$ cat config.mk
export PLATFORM = sky130hd
export DESIGN_NAME = song_reader
export DESIGN_NICKNAME = d
export VERILOG_FILES = /design/src/rtl/song_reader_pkg.sv /design/src/rtl/song_reader_song_rom.sv /design/src/rtl/song_reader.sv
export SDC_FILE = /design/constraint.sdc
export NUM_CORES = 1
export LEC_CHECK = 0
export BUFFER_PORTS_ARGS = -buffer_cell sky130_fd_sc_hd__buf_4
export CAP_MARGIN = 0
export CORE_MARGIN = 2
export CORE_UTILIZATION = 45
export CTS_CLUSTER_DIAMETER = 100
export DETAILED_ROUTE_END_ITERATION = 12
export HOLD_SLACK_MARGIN = 0.08
export SYNTH_ARGS = -nofsm -noshare
export SYNTH_HDL_FRONTEND = slang
export SYNTH_SLANG_ARGS = --single-unit
$ cat constraint.sdc
create_clock -name clk -period 4.5 [get_ports clk]
set_input_delay 0.9 -clock clk [delete_from_list [all_inputs] [get_ports clk]]
set_output_delay 0.9 -clock clk [all_outputs]
set_load 0.1 [all_outputs]
$ cat src/rtl/song_reader_pkg.sv
// Shared widths, FSM encoding and song ROM contents for the song reader.
package song_reader_pkg;

    localparam int unsigned NOTE_W = 6;
    localparam int unsigned DUR_W  = 6;
    localparam int unsigned IDX_W  = 5;
    localparam int unsigned SONG_W = 2;
    localparam int unsigned ADDR_W = SONG_W + IDX_W;
    localparam int unsigned WORD_W = NOTE_W + DUR_W;

    localparam logic [DUR_W-1:0] DUR_END  = '0;
    localparam logic [IDX_W-1:0] LAST_IDX = '1;

    typedef enum logic [2:0] {
        IDLE  = 3'd0,
        FETCH = 3'd1,
        CHECK = 3'd2,
        ISSUE = 3'd3,
        WAIT  = 3'd4,
        END   = 3'd5,
        HOLD  = 3'd6
    } state_t;

    typedef struct packed {
        logic [NOTE_W-1:0] note;
        logic [DUR_W-1:0]  duration;
    } song_word_t;

    // Song table: songs 0 and 3 fill all 32 slots, songs 1 and 2 end on a terminator.
    function automatic song_word_t song_data(input logic [ADDR_W-1:0] addr);
        logic [SONG_W-1:0] s;
        logic [IDX_W-1:0]  i;
        song_word_t        w;
        s = addr[ADDR_W-1 -: SONG_W];
        i = addr[IDX_W-1:0];
        w = '{note: '0, duration: DUR_END};
        case (s)
            2'd0: begin
                w.note     = NOTE_W'(i) + NOTE_W'(1);
                w.duration = DUR_W'(i % IDX_W'(7)) + DUR_W'(1);
            end
            2'd1: begin
                case (i)
                    5'd0:    w = '{note: 6'd20, duration: 6'd12};
                    5'd1:    w = '{note: 6'd22, duration: 6'd10};
                    5'd2:    w = '{note: 6'd24, duration: 6'd8};
                    5'd3:    w = '{note: 6'd26, duration: 6'd6};
                    5'd4:    w = '{note: 6'd28, duration: 6'd4};
                    5'd5:    w = '{note: 6'd0,  duration: DUR_END};
                    default: w = '{note: 6'd30, duration: 6'd1};
                endcase
            end
            2'd2: begin
                case (i)
                    5'd0:    w = '{note: 6'd40, duration: 6'd3};
                    5'd1:    w = '{note: 6'd41, duration: 6'd5};
                    5'd2:    w = '{note: 6'd42, duration: 6'd7};
                    5'd3:    w = '{note: 6'd0,  duration: DUR_END};
                    default: w = '{note: 6'd50, duration: 6'd2};
                endcase
            end
            default: begin
                w.note     = 6'd63 - NOTE_W'(i);
                w.duration = 6'd48 - DUR_W'(i);
            end
        endcase
        return w;
    endfunction

endpackage

$ cat src/rtl/song_reader_song_rom.sv
// 128 x 12 registered song ROM; data appears one cycle after the address.
module song_rom
    import song_reader_pkg::*;
(
    input  logic              clk,
    input  logic [ADDR_W-1:0] addr,
    output logic [WORD_W-1:0] data
);

    always_ff @(posedge clk) begin
        data <= song_data(addr);
    end

endmodule

$ cat src/rtl/song_reader.sv
// Walks a stored song note by note, handing each word to the note player
// and waiting for its note_done before fetching the next.
module song_reader
    import song_reader_pkg::*;
(
    input  logic              clk,
    input  logic              reset,
    input  logic              play,
    input  logic [SONG_W-1:0] song,
    input  logic              note_done,
    output logic [NOTE_W-1:0] note,
    output logic [DUR_W-1:0]  duration,
    output logic              new_note,
    output logic              song_done,
    output logic              playing
);

    state_t            state, state_nx;
    logic [IDX_W-1:0]  index, index_nx;
    logic [SONG_W-1:0] song_q, song_q_nx;
    logic              load_word;
    logic [WORD_W-1:0] rom_data;
    song_word_t        rom_word;

    song_rom u_song_rom (
        .clk  (clk),
        .addr ({song_q, index}),
        .data (rom_data)
    );

    assign rom_word = rom_data;

    // Next-state and index/song bookkeeping.
    always_comb begin
        state_nx  = state;
        index_nx  = index;
        song_q_nx = song_q;
        load_word = 1'b0;
        case (state)
            IDLE: begin
                if (play) begin
                    if (song != song_q) index_nx = '0;
                    song_q_nx = song;
                    state_nx  = FETCH;
                end
            end
            FETCH: state_nx = CHECK;
            CHECK: begin
                if (rom_word.duration == DUR_END) begin
                    state_nx = END;
                end else begin
                    load_word = 1'b1;
                    state_nx  = ISSUE;
                end
            end
            ISSUE: state_nx = WAIT;
            WAIT: begin
                // A pause wins over a coincident note_done so the note is replayed.
                if (!play) begin
                    state_nx = IDLE;
                end else if (note_done) begin
                    if (index == LAST_IDX) begin
                        state_nx = END;
                    end else begin
                        index_nx = index + IDX_W'(1);
                        state_nx = FETCH;
                    end
                end
            end
            END: begin
                index_nx = '0;
                state_nx = HOLD;
            end
            HOLD: begin
                if (!play) state_nx = IDLE;
            end
            default: state_nx = IDLE;
        endcase
    end

    // Registered state and outputs; strobes are decoded from the next state.
    always_ff @(posedge clk or posedge reset) begin
        if (reset) begin
            state     <= IDLE;
            index     <= '0;
            song_q    <= '0;
            note      <= '0;
            duration  <= '0;
            new_note  <= 1'b0;
            song_done <= 1'b0;
            playing   <= 1'b0;
        end else begin
            state     <= state_nx;
            index     <= index_nx;
            song_q    <= song_q_nx;
            if (load_word) begin
                note     <= rom_word.note;
                duration <= rom_word.duration;
            end
            new_note  <= (state_nx == ISSUE);
            song_done <= (state_nx == END);
            playing   <= (state_nx == FETCH) || (state_nx == CHECK) ||
                         (state_nx == ISSUE) || (state_nx == WAIT);
        end
    end

endmodule

# ---- Yosys cells after proc, flatten, opt, wreduce, memory -nomap -nowiden
# Index checks and enable logic that the tools add are counted.
dict set report op_classes {
  n_reduce_logical 10
  div 1
  addsub 5
  muxes 18
  multipliers 0
  n_eq_ne 25
  bitwise_logic 0
  shifts 0
  order_cmp 0
}
# cell count
set op_table {}
lappend op_table {{$pmux W11 S6} 1}
lappend op_table {{$pmux W12 S4} 1}
lappend op_table {{$pmux W12 S3} 1}
lappend op_table {{$mux W5} 5}
lappend op_table {{$pmux W3 S7} 1}
lappend op_table {{$mux W3} 6}
lappend op_table {{$eq A3 B3 Y1 const B} 5}
lappend op_table {{$pmux W5 S3} 1}
lappend op_table {{$eq A3 B2 Y1 const B} 4}
lappend op_table {{$sub A6 B5 Y6 const A} 2}
lappend op_table {{$eq A5 B2 Y1 const B} 2}
lappend op_table {{$eq A5 B3 Y1 const B} 2}
lappend op_table {{$ne A2 B2 Y1 const B} 5}
lappend op_table {{$add A5 B1 Y6 const B} 1}
lappend op_table {{$add A6 B1 Y6 const B} 1}
lappend op_table {{$eq A3 B1 Y1 const B} 2}
lappend op_table {{$logic_not A6 Y1} 1}
lappend op_table {{$mod A5 B3 Y6 const B} 1}
lappend op_table {{$reduce_and A6 Y1} 1}
lappend op_table {{$add A5 B1 Y5 const B} 1}
lappend op_table {{$eq A5 B1 Y1 const B} 1}
lappend op_table {{$eq A5 B5 Y1 const B} 1}
lappend op_table {{$logic_not A5 Y1} 1}
lappend op_table {{$logic_not A3 Y1} 1}
lappend op_table {{8 further kinds} 11}
dict set report word_totals {
  memories 0
  rom_bits 0
  mem_bits_rw 0
  input_bits 6
  output_inout_bits 15
  regBits 37
  latchBits 0
  word_cells 68
}

# ---- Longest topological paths before layout
# Gate-level depths: netlist of run 1.
dict set report logic_depth {
  word_depth 9
  depth_mapped 18
  ltp_nobuf 14
}

# ---- Hierarchy
# Synthesis of run 1 repeated with hierarchy kept, for this count alone.
dict set report hier_totals {
  cells_unflattened 254
  hier_area_um2 2461.1
}
# mod cells_each seq_area_each_um2 n_inst area_per_inst_um2
set by_module_without_submodules {}
lappend by_module_without_submodules {song_rom 158 240.2 1 1242.4}
lappend by_module_without_submodules {song_reader 96 625.6 1 1218.7}

# ---- Worst setup path after synthesis of run 1
# OpenSTA, ideal clock, no wires.
dict set report synth_path {
  path_type {reg-to-reg}
  from {register index[2]}
  to {register u_song_rom.data[1]}
  path_stages_with_launch 16
  setup_time_ns 0.134
  setup_slack_ns 0.765
  period_less_slack_ns 3.735
  n_path_buf 4
  t_arrival_ns 3.601
  required_time_ns 4.366
  path_cell_list {dfrtp_1 > buf_2 > clkbuf_1 > clkbuf_1 > a21boi_0 > ha_1 > buf_6 > a21o_2 > a22oi_1 > xnor2_1 > ha_1 > o21ai_0 > nand2_1 > mux2_2 > ha_1 > mux4_2}
}
dict set report synth_via {
  elab_chain_len 3
  word_cells_on_any_way 11
  classes_between {add/sub: 1; div: 1; eq/ne: 5; mux: 3; reduce/logical: 1}
}
# element line
set synth_lines {}
lappend synth_lines {{start, declared} song_reader.sv:19} ;# logic [IDX_W-1:0] index, index_nx;
lappend synth_lines {{start signal, assigned} song_reader.sv:94} ;# index <= index_nx;
lappend synth_lines {{$mod A5 B3 Y6 (tied with other cells)} song_reader_pkg.sv:40} ;# w.duration = DUR_W'(i % IDX_W'(7)) + DUR_W'(1);
lappend synth_lines {{$add A6 B1 Y6 (tied with other cells)} song_reader_pkg.sv:40}
lappend synth_lines {{$pmux W12 S3 *} song_reader_pkg.sv:37} ;# case (s)
lappend synth_lines {{end signal, assigned} song_reader_song_rom.sv:11} ;# data <= song_data(addr);
lappend synth_lines {{end, declared} song_reader_song_rom.sv:7} ;# output logic [WORD_W-1:0] data
# Every way passes the cells marked *; elsewhere a longest branch is shown, timed or not.
# A chain may end at the register's enable or synchronous reset.

# ---- Worst setup path after layout of run 1
dict set report layout_path {
  from {register index[4]}
  to {register u_song_rom.data[1]}
}
# The elaborated chain is that of the path after synthesis.

==> reports/results.ini, run 1 <==
[power_and_ir_drop]
p_int_mw=1.042
p_switching_mw=1.005
p_per_area_mw_per_mm2=779.5
switching_share_pct=49.08
vdd_drop_max_mv=0.3076
power_frac_comb_pct=53.6
total_leakage_power_nw=1.096
seq_power_share_pct=29.5
clockPowerShare_pct=16.9

[drt]
via_count=1852
wire_per_inst_um=15.25
routed_wl_um=5078
drtIter0Drc=80
first_pass_iters=4
ant_nets=0
drc=0
drt-vias-per-instance=5.562

[clock_network]
clock_latency_ns=0.29
cts_tree=yes
ctsHoldBuffers=0
cts.path.max_buffers=2
cts_resized=0
clkTransAtPathRegs_ns=0.08
cts_setup_buffers=0
root_buffer=clkbuf_8
cts_sinks=37
htreeDepth=2
cts_buffers=5

[floorplan]
dieArea_sq_mm=0.005666
die_x_um=75.28
die_h_um=75.28
ioPinCount=21
initial_core_util_pct=47.45
placementRows=25
core_sq_mm=0.004817

[sta]
timing.hold.ws_ns=0.4621
finalCriticalPeriod_ns=3.536
rsz0062_at_grt=false
finalClockSkew_ns=0.004248
setup_viol=0
post-route-period-util_pct=78.57
timing.fmax_mhz=282.8
slew_headroom_pct=36.00
hold_viol=0
worstMarginPinSlew_ns=0.9589
final.setup.tns_ns=0
drv_slew=0

[setup_path]
start_kind=flop
r2r.worst_path.cells=12
crit_fanout=15
critPathArrivalTime_ns=3.71
r2r-start=index[4]
path_class=reg -> reg
cp.required_ns=4.67
r2r_slack_ns=0.96
r2r_end=u_song_rom.data[1]
worstSetupEndpointType=flop

[global_routing]
antenna_found_initial=0
grt_max_degree=26
grt_overflow=0
track_usage_pct=19.96
grt_pass1_vias=1747
grt_pass1_wl_um=8466

[yosys]
async_reset_ff_share_pct=67.57
synth_area_leaders=dfrtp_1 (27%), dfxtp_1 (11%), mux2_2 (6.4%)
synthDominantCellAreaShare_pct=27.37
ys_ff_latch=37
synthFlopType=dfrtp_1
synth_warnings=0
synthesis.area_sq_mm=0.002286
yosys.area.top_type=dfrtp_1
seq_area_frac_synth_pct=37.88
synth_edf_count=0
postSynthNetCount=265
synthCells=250
syn_area_per_cell_sq_um=9.144
synth_cell_types=59

[placement]
numPlacedInstances=325
placed_cell_area_sq_mm=0.002489
gp_congestion=0.8233
io_buffers=20
dpl.hpwl_um=3705

[min_path]
hold_depth=1
hold_end=note[3]
worstHoldPathType=reg -> reg
hold_start=u_song_rom.data[9]

[final_layout]
n_antenna_cell=0
fillCellCount=500
design_area_sq_mm=0.002626
nets=280
finalCoreUtilization_pct=54.52
area_growth_syn_to_layout_pct=14.89
stdcell_count=333
drive_above_1_share_pct=21.80

[run_status]
outcome=finished, final reports clean

[run]
cap_violations=0

cell usage in the layout, fill, tap and decap left out, types with 3 or more instances in the layout:
cell type,Yosys,final
a21oi_1,10,10
a22o_1,4,4
buf_4,0,25
clkbuf_8,0,5
dfrtp_1,25,25
dfxtp_1,12,12
ha_1,9,9
inv_1,14,14
mux2_2,13,13
mux2i_1,3,3
nand2_1,22,22
nand3_1,6,6
nand4_1,4,4
nor2_1,14,14
nor2b_1,5,5
nor3_1,5,5
o211ai_1,3,3
o21ai_0,21,21
xnor2_1,12,12
sequential cells by signal, summed over array words and instances, names as in the netlist:
signal,flops
playing,1
new_note,1
note,6
index,5
u_song_rom.data,12
duration,6
song_done,1
state,3
song_q,2
metrics by stage:
stage / worst slack, ns / total power [mW]
2_1_floorplan: 0.7649 / 1.470
3_3_place_gp: 1.071 / 1.701
3_5_place_dp: 0.9997 / 1.709
4_1_cts: 0.9622 / 2.058
5_1_grt: 0.7070 / 2.181
6_report: 0.9644 / 2.047
critical path, cell delays in order, from the launching register on:
cell      delay, ns
dfrtp_1        0.37
buf_4          0.18
a21boi_0       0.19
ha_1           0.32
a21o_2         0.14
a22oi_1        0.07
xnor2_1        0.44
ha_1           0.32
o21ai_0        0.16
nand2_1        0.14
mux2_2         0.35
ha_1           0.29
mux4_2         0.44
cells by family after synthesis:
kind of cell / synth area share [%]
buffers and inverters: 5.746
adder cells (fa/ha/maj): 4.926
AO/OA/AOI/OAI: 21.62
multiplexers: 9.688
AND/OR/NAND/NOR: 15.55
XOR/XNOR: 4.598
flip-flops: 37.88
area by class of cell:
| cell class | count | area [sq um] | area share (%) |
|---|---|---|---|
| clock inverters | 3 | 68.82 | 2.620 |
| inverters | 15 | 56.30 | 2.144 |
| flip-flops and latches | 37 | 865.8 | 32.97 |
| well taps | 67 | 83.83 | 3.192 |
| repair buffers | 25 | 187.7 | 7.146 |
| multi-input cells | 181 | 1295 | 49.31 |
| clock buffers | 5 | 68.82 | 2.620 |
power by group through the flow:
stage | Clock [mW] | Sequential (mW) | Combinational, mW
2_1_floorplan | 0 | 0.969 | 0.501
3_3_place_gp | 0 | 0.611 | 1.09
3_5_place_dp | 0 | 0.613 | 1.10
4_1_cts | 0.353 | 0.605 | 1.10
5_1_grt | 0.371 | 0.629 | 1.18
6_report | 0.346 | 0.604 | 1.10
worst max-delay path by stage:
stage,start,end,depth (start not counted)
after global placement,index[3],u_song_rom.data[1],12
after floorplan,index[2],u_song_rom.data[1],15
after CTS,index[4],u_song_rom.data[1],12
after global routing,index[4],u_song_rom.data[1],12
final,index[4],u_song_rom.data[1],12
after detailed placement,index[3],u_song_rom.data[1],12
layer usage:
metal	part of all wire (%)	global-route usage, %	wire (um)
met1	49	27.18	2511
met2	44	30.80	2257
met3	3.5	2.945	177
met4	2.6	10.14	131
met5	0	0	0
cell usage after synthesis, types with 3 or more instances:
cell type / n
nand3_1: 6
clkbuf_1: 12
o211ai_1: 3
ha_1: 9
o21ai_0: 21
nor2b_1: 5
mux2_2: 13
xnor2_1: 12
nor2_1: 14
mux2i_1: 3
dfrtp_1: 25
buf_2: 3
dfxtp_1: 12
a21oi_1: 10
nand4_1: 4
inv_1: 14
a22o_1: 4
nand2_1: 22
nor3_1: 5
No activity file was read; power rests on OpenSTA's default activity.
==> inputs of run 2 (changes only) <==
==> constraint.sdc (replaced) <==
create_clock -name clk -period 3.6 [get_ports clk]
set_input_delay 0.72 -clock clk [delete_from_list [all_inputs] [get_ports clk]]
set_output_delay 0.72 -clock clk [all_outputs]
set_load 0.1 [all_outputs]
==> run 2 against run 1 <==
Net effect:
- clock power increased by 26%
- worst setup slack got worse by 0.55 ns
- non-clock buffer count increased by 2
- clock-buffer cell count unchanged
- sequential share of layout area decreased by 0.31 points
- flip-flop and latch count unchanged
- global-route usage decreased by 0.79 points
- hold slack improved by 0.0021 ns
- register-to-register slack got worse by 0.55 ns
- die area unchanged
- cell count increased by 0.60%
- final area increased by 0.95%
- largest power group unchanged
==> reports/results.ini, run 2 (synthesis gave the netlist of run 1 again) <==
[drt]
routed_wl_um=4924  ; -3.0%
drc=0  ; unchanged
drtIter0Drc=88  ; +10%
wire_per_inst_um=14.70  ; -3.6%
top_layer=met4
dr_wl_met2_um=2271  ; +0.62%
met3WireLength_um=127  ; -28%
wl_met1_um=2429  ; -3.3%
ant_nets=0  ; unchanged
first_pass_iters=6  ; +2
drt-vias-per-instance=5.478  ; -1.5%
via_count=1835  ; -0.92%

[floorplan]
placementRows=25  ; unchanged
die_h_um=75.28  ; unchanged
die_x_um=75.28  ; unchanged
core_sq_mm=0.004817  ; unchanged
dieArea_sq_mm=0.005666  ; unchanged
ioPinCount=21  ; unchanged
initial_core_util_pct=47.45  ; unchanged

[final_layout]
area_growth_syn_to_layout_pct=15.98
ff_latch_area_sq_um=865.8  ; unchanged
largest_register=u_song_rom.data
mostFrequentLayoutCell=buf_4
n_antenna_cell=0  ; unchanged
nets=282  ; +0.71%
fillCellCount=474  ; -5.2%
design_area_sq_mm=0.002651  ; +0.95%
final_cell_mix=buf_4 (27), dfrtp_1 (25), nand2_1 (22)
multi_input_area_sq_mm=0.001305  ; +0.77%
reg.largest.list=u_song_rom.data x12, duration x6, note x6
largest_reg_flops=12  ; unchanged
drive_above_1_share_pct=23.13  ; +1.3 points

[global_routing]
grt_overflow=0  ; unchanged
track_usage_pct=19.16  ; -0.79 points
grt_pass1_vias=1675  ; -4.1%
grt_max_degree=26  ; unchanged
grt_pass1_wl_um=8038  ; -5.1%
antenna_found_initial=0  ; unchanged

[sta]
rsz0062_at_grt=false
slew_headroom_pct=34.26  ; -1.7 points
post-route-period-util_pct=88.58  ; +10 points
hold_viol=0  ; unchanged
finalCriticalPeriod_ns=3.189  ; -0.3469 ns
finalWorstSetupSlack_ns=0.4113  ; -0.5531 ns
finalClockSkew_ns=0.002702  ; -0.001546 ns
timing.fmax_mhz=313.6  ; +11%
worstMarginPinSlew_ns=0.9850  ; +0.02608 ns
final.setup.tns_ns=0  ; unchanged
drv_slew=0  ; unchanged
setup_viol=0  ; unchanged

[clock_network]
root_buffer=clkbuf_8
clkTransAtPathRegs_ns=0.07  ; about the same
cts_sinks=37  ; unchanged
cts.path.max_buffers=2  ; unchanged
htreeDepth=2  ; unchanged
cts_tree=yes
clock_latency_ns=0.30  ; about the same
ctsHoldBuffers=0  ; unchanged
cts_buffers=5  ; unchanged
cts_setup_buffers=0  ; unchanged
cts_resized=0  ; unchanged

[power_and_ir_drop]
total_leakage_power_nw=1.113  ; +1.6%
vdd_drop_max_mv=0.4352  ; +41%
fin_total_pwr_mw=2.554  ; +25%
p_per_area_mw_per_mm2=963.1  ; +24%

[placement]
pre_cts_slack_ns=0.4298  ; -0.5699 ns
io_buffers=20  ; unchanged
dpl.hpwl_um=3686  ; -0.53%
placed_cell_area_sq_mm=0.002514  ; +1.0%
gp_congestion=0.7684  ; -6.7%

[setup_path]
cp.required_ns=3.78  ; -0.89 ns
r2r-start=index[1]
start_kind=flop
r2r_slack_ns=0.41  ; -0.55 ns
crit_fanout=7  ; -8
r2r_end=u_song_rom.data[1]
path_class=reg -> reg
r2r.worst_path.cells=10  ; -2
worstSetupEndpointType=flop
critPathArrivalTime_ns=3.36  ; -0.35 ns

[min_path]
hold_end=note[5]
worstHoldPathType=reg -> reg
hold_depth=1  ; unchanged
hold_start=u_song_rom.data[11]

[run_status]
outcome=finished, final reports clean

[run]
cap_violations=0  ; unchanged

## run 2: cell count changes in the layout (fill, tap and decap cells not counted), sizes merged
cell	previous run	this run
buf	25	27
## run 2: critical path, stage by stage, from the launching register on
cell	delay [ns]
dfrtp_1	0.46
ha_1	0.29
a21o_2	0.24
a22oi_1	0.22
xnor2_2	0.20
ha_2	0.27
o21ai_0	0.14
nand2_1	0.15
mux2_2	0.36
ha_1	0.30
mux4_2	0.44
## run 2: routing by layer
| metal | vias up | track usage [%] |
|---|---|---|
| met1 | 857 | 26.73 |
| li1 | 942 | - |
| met5 | - | 0 |
| met4 | 0 | 8.187 |
| met2 | 29 | 29.82 |
| met3 | 7 | 2.544 |
## run 2: power by group
group	internal [mW]	switching, mW
Combinational	0.435	0.930
Clock	0.279	0.156
Sequential	0.591	0.162
## run 2: stage by stage
stage | hold slack, ns | utilization (%) | instances
2_1_floorplan | 0.4389 | - | 250
3_3_place_gp | 0.4427 | 52.18 | 327
3_5_place_dp | 0.4520 | 52.18 | 327
4_1_cts | 0.4699 | 55.04 | 335
5_1_grt | 0.4807 | 55.04 | 335
6_report | 0.4642 | 55.04 | 335
## run 2: worst max path at each step
stage,startpoint,end,slack (ns)
after floorplan,index[2],u_song_rom.data[1],0.01
after global placement,index[1],u_song_rom.data[1],0.52
after detailed placement,index[1],u_song_rom.data[1],0.43
after CTS,index[1],u_song_rom.data[1],0.40
after global routing,index[1],u_song_rom.data[1],0.26
final,index[1],u_song_rom.data[1],0.41
## run 2: final cells by class
cell class                      count  share of cell area [%]
Inverter                           15                   2.124
Tap cell                           67                   3.162
Timing Repair Buffer               27                   7.645
Clock buffer                        5                   2.596
Clock inverter                      3                   2.596
Multi-Input combinational cell    181                   49.22
Sequential cell                    37                   32.66
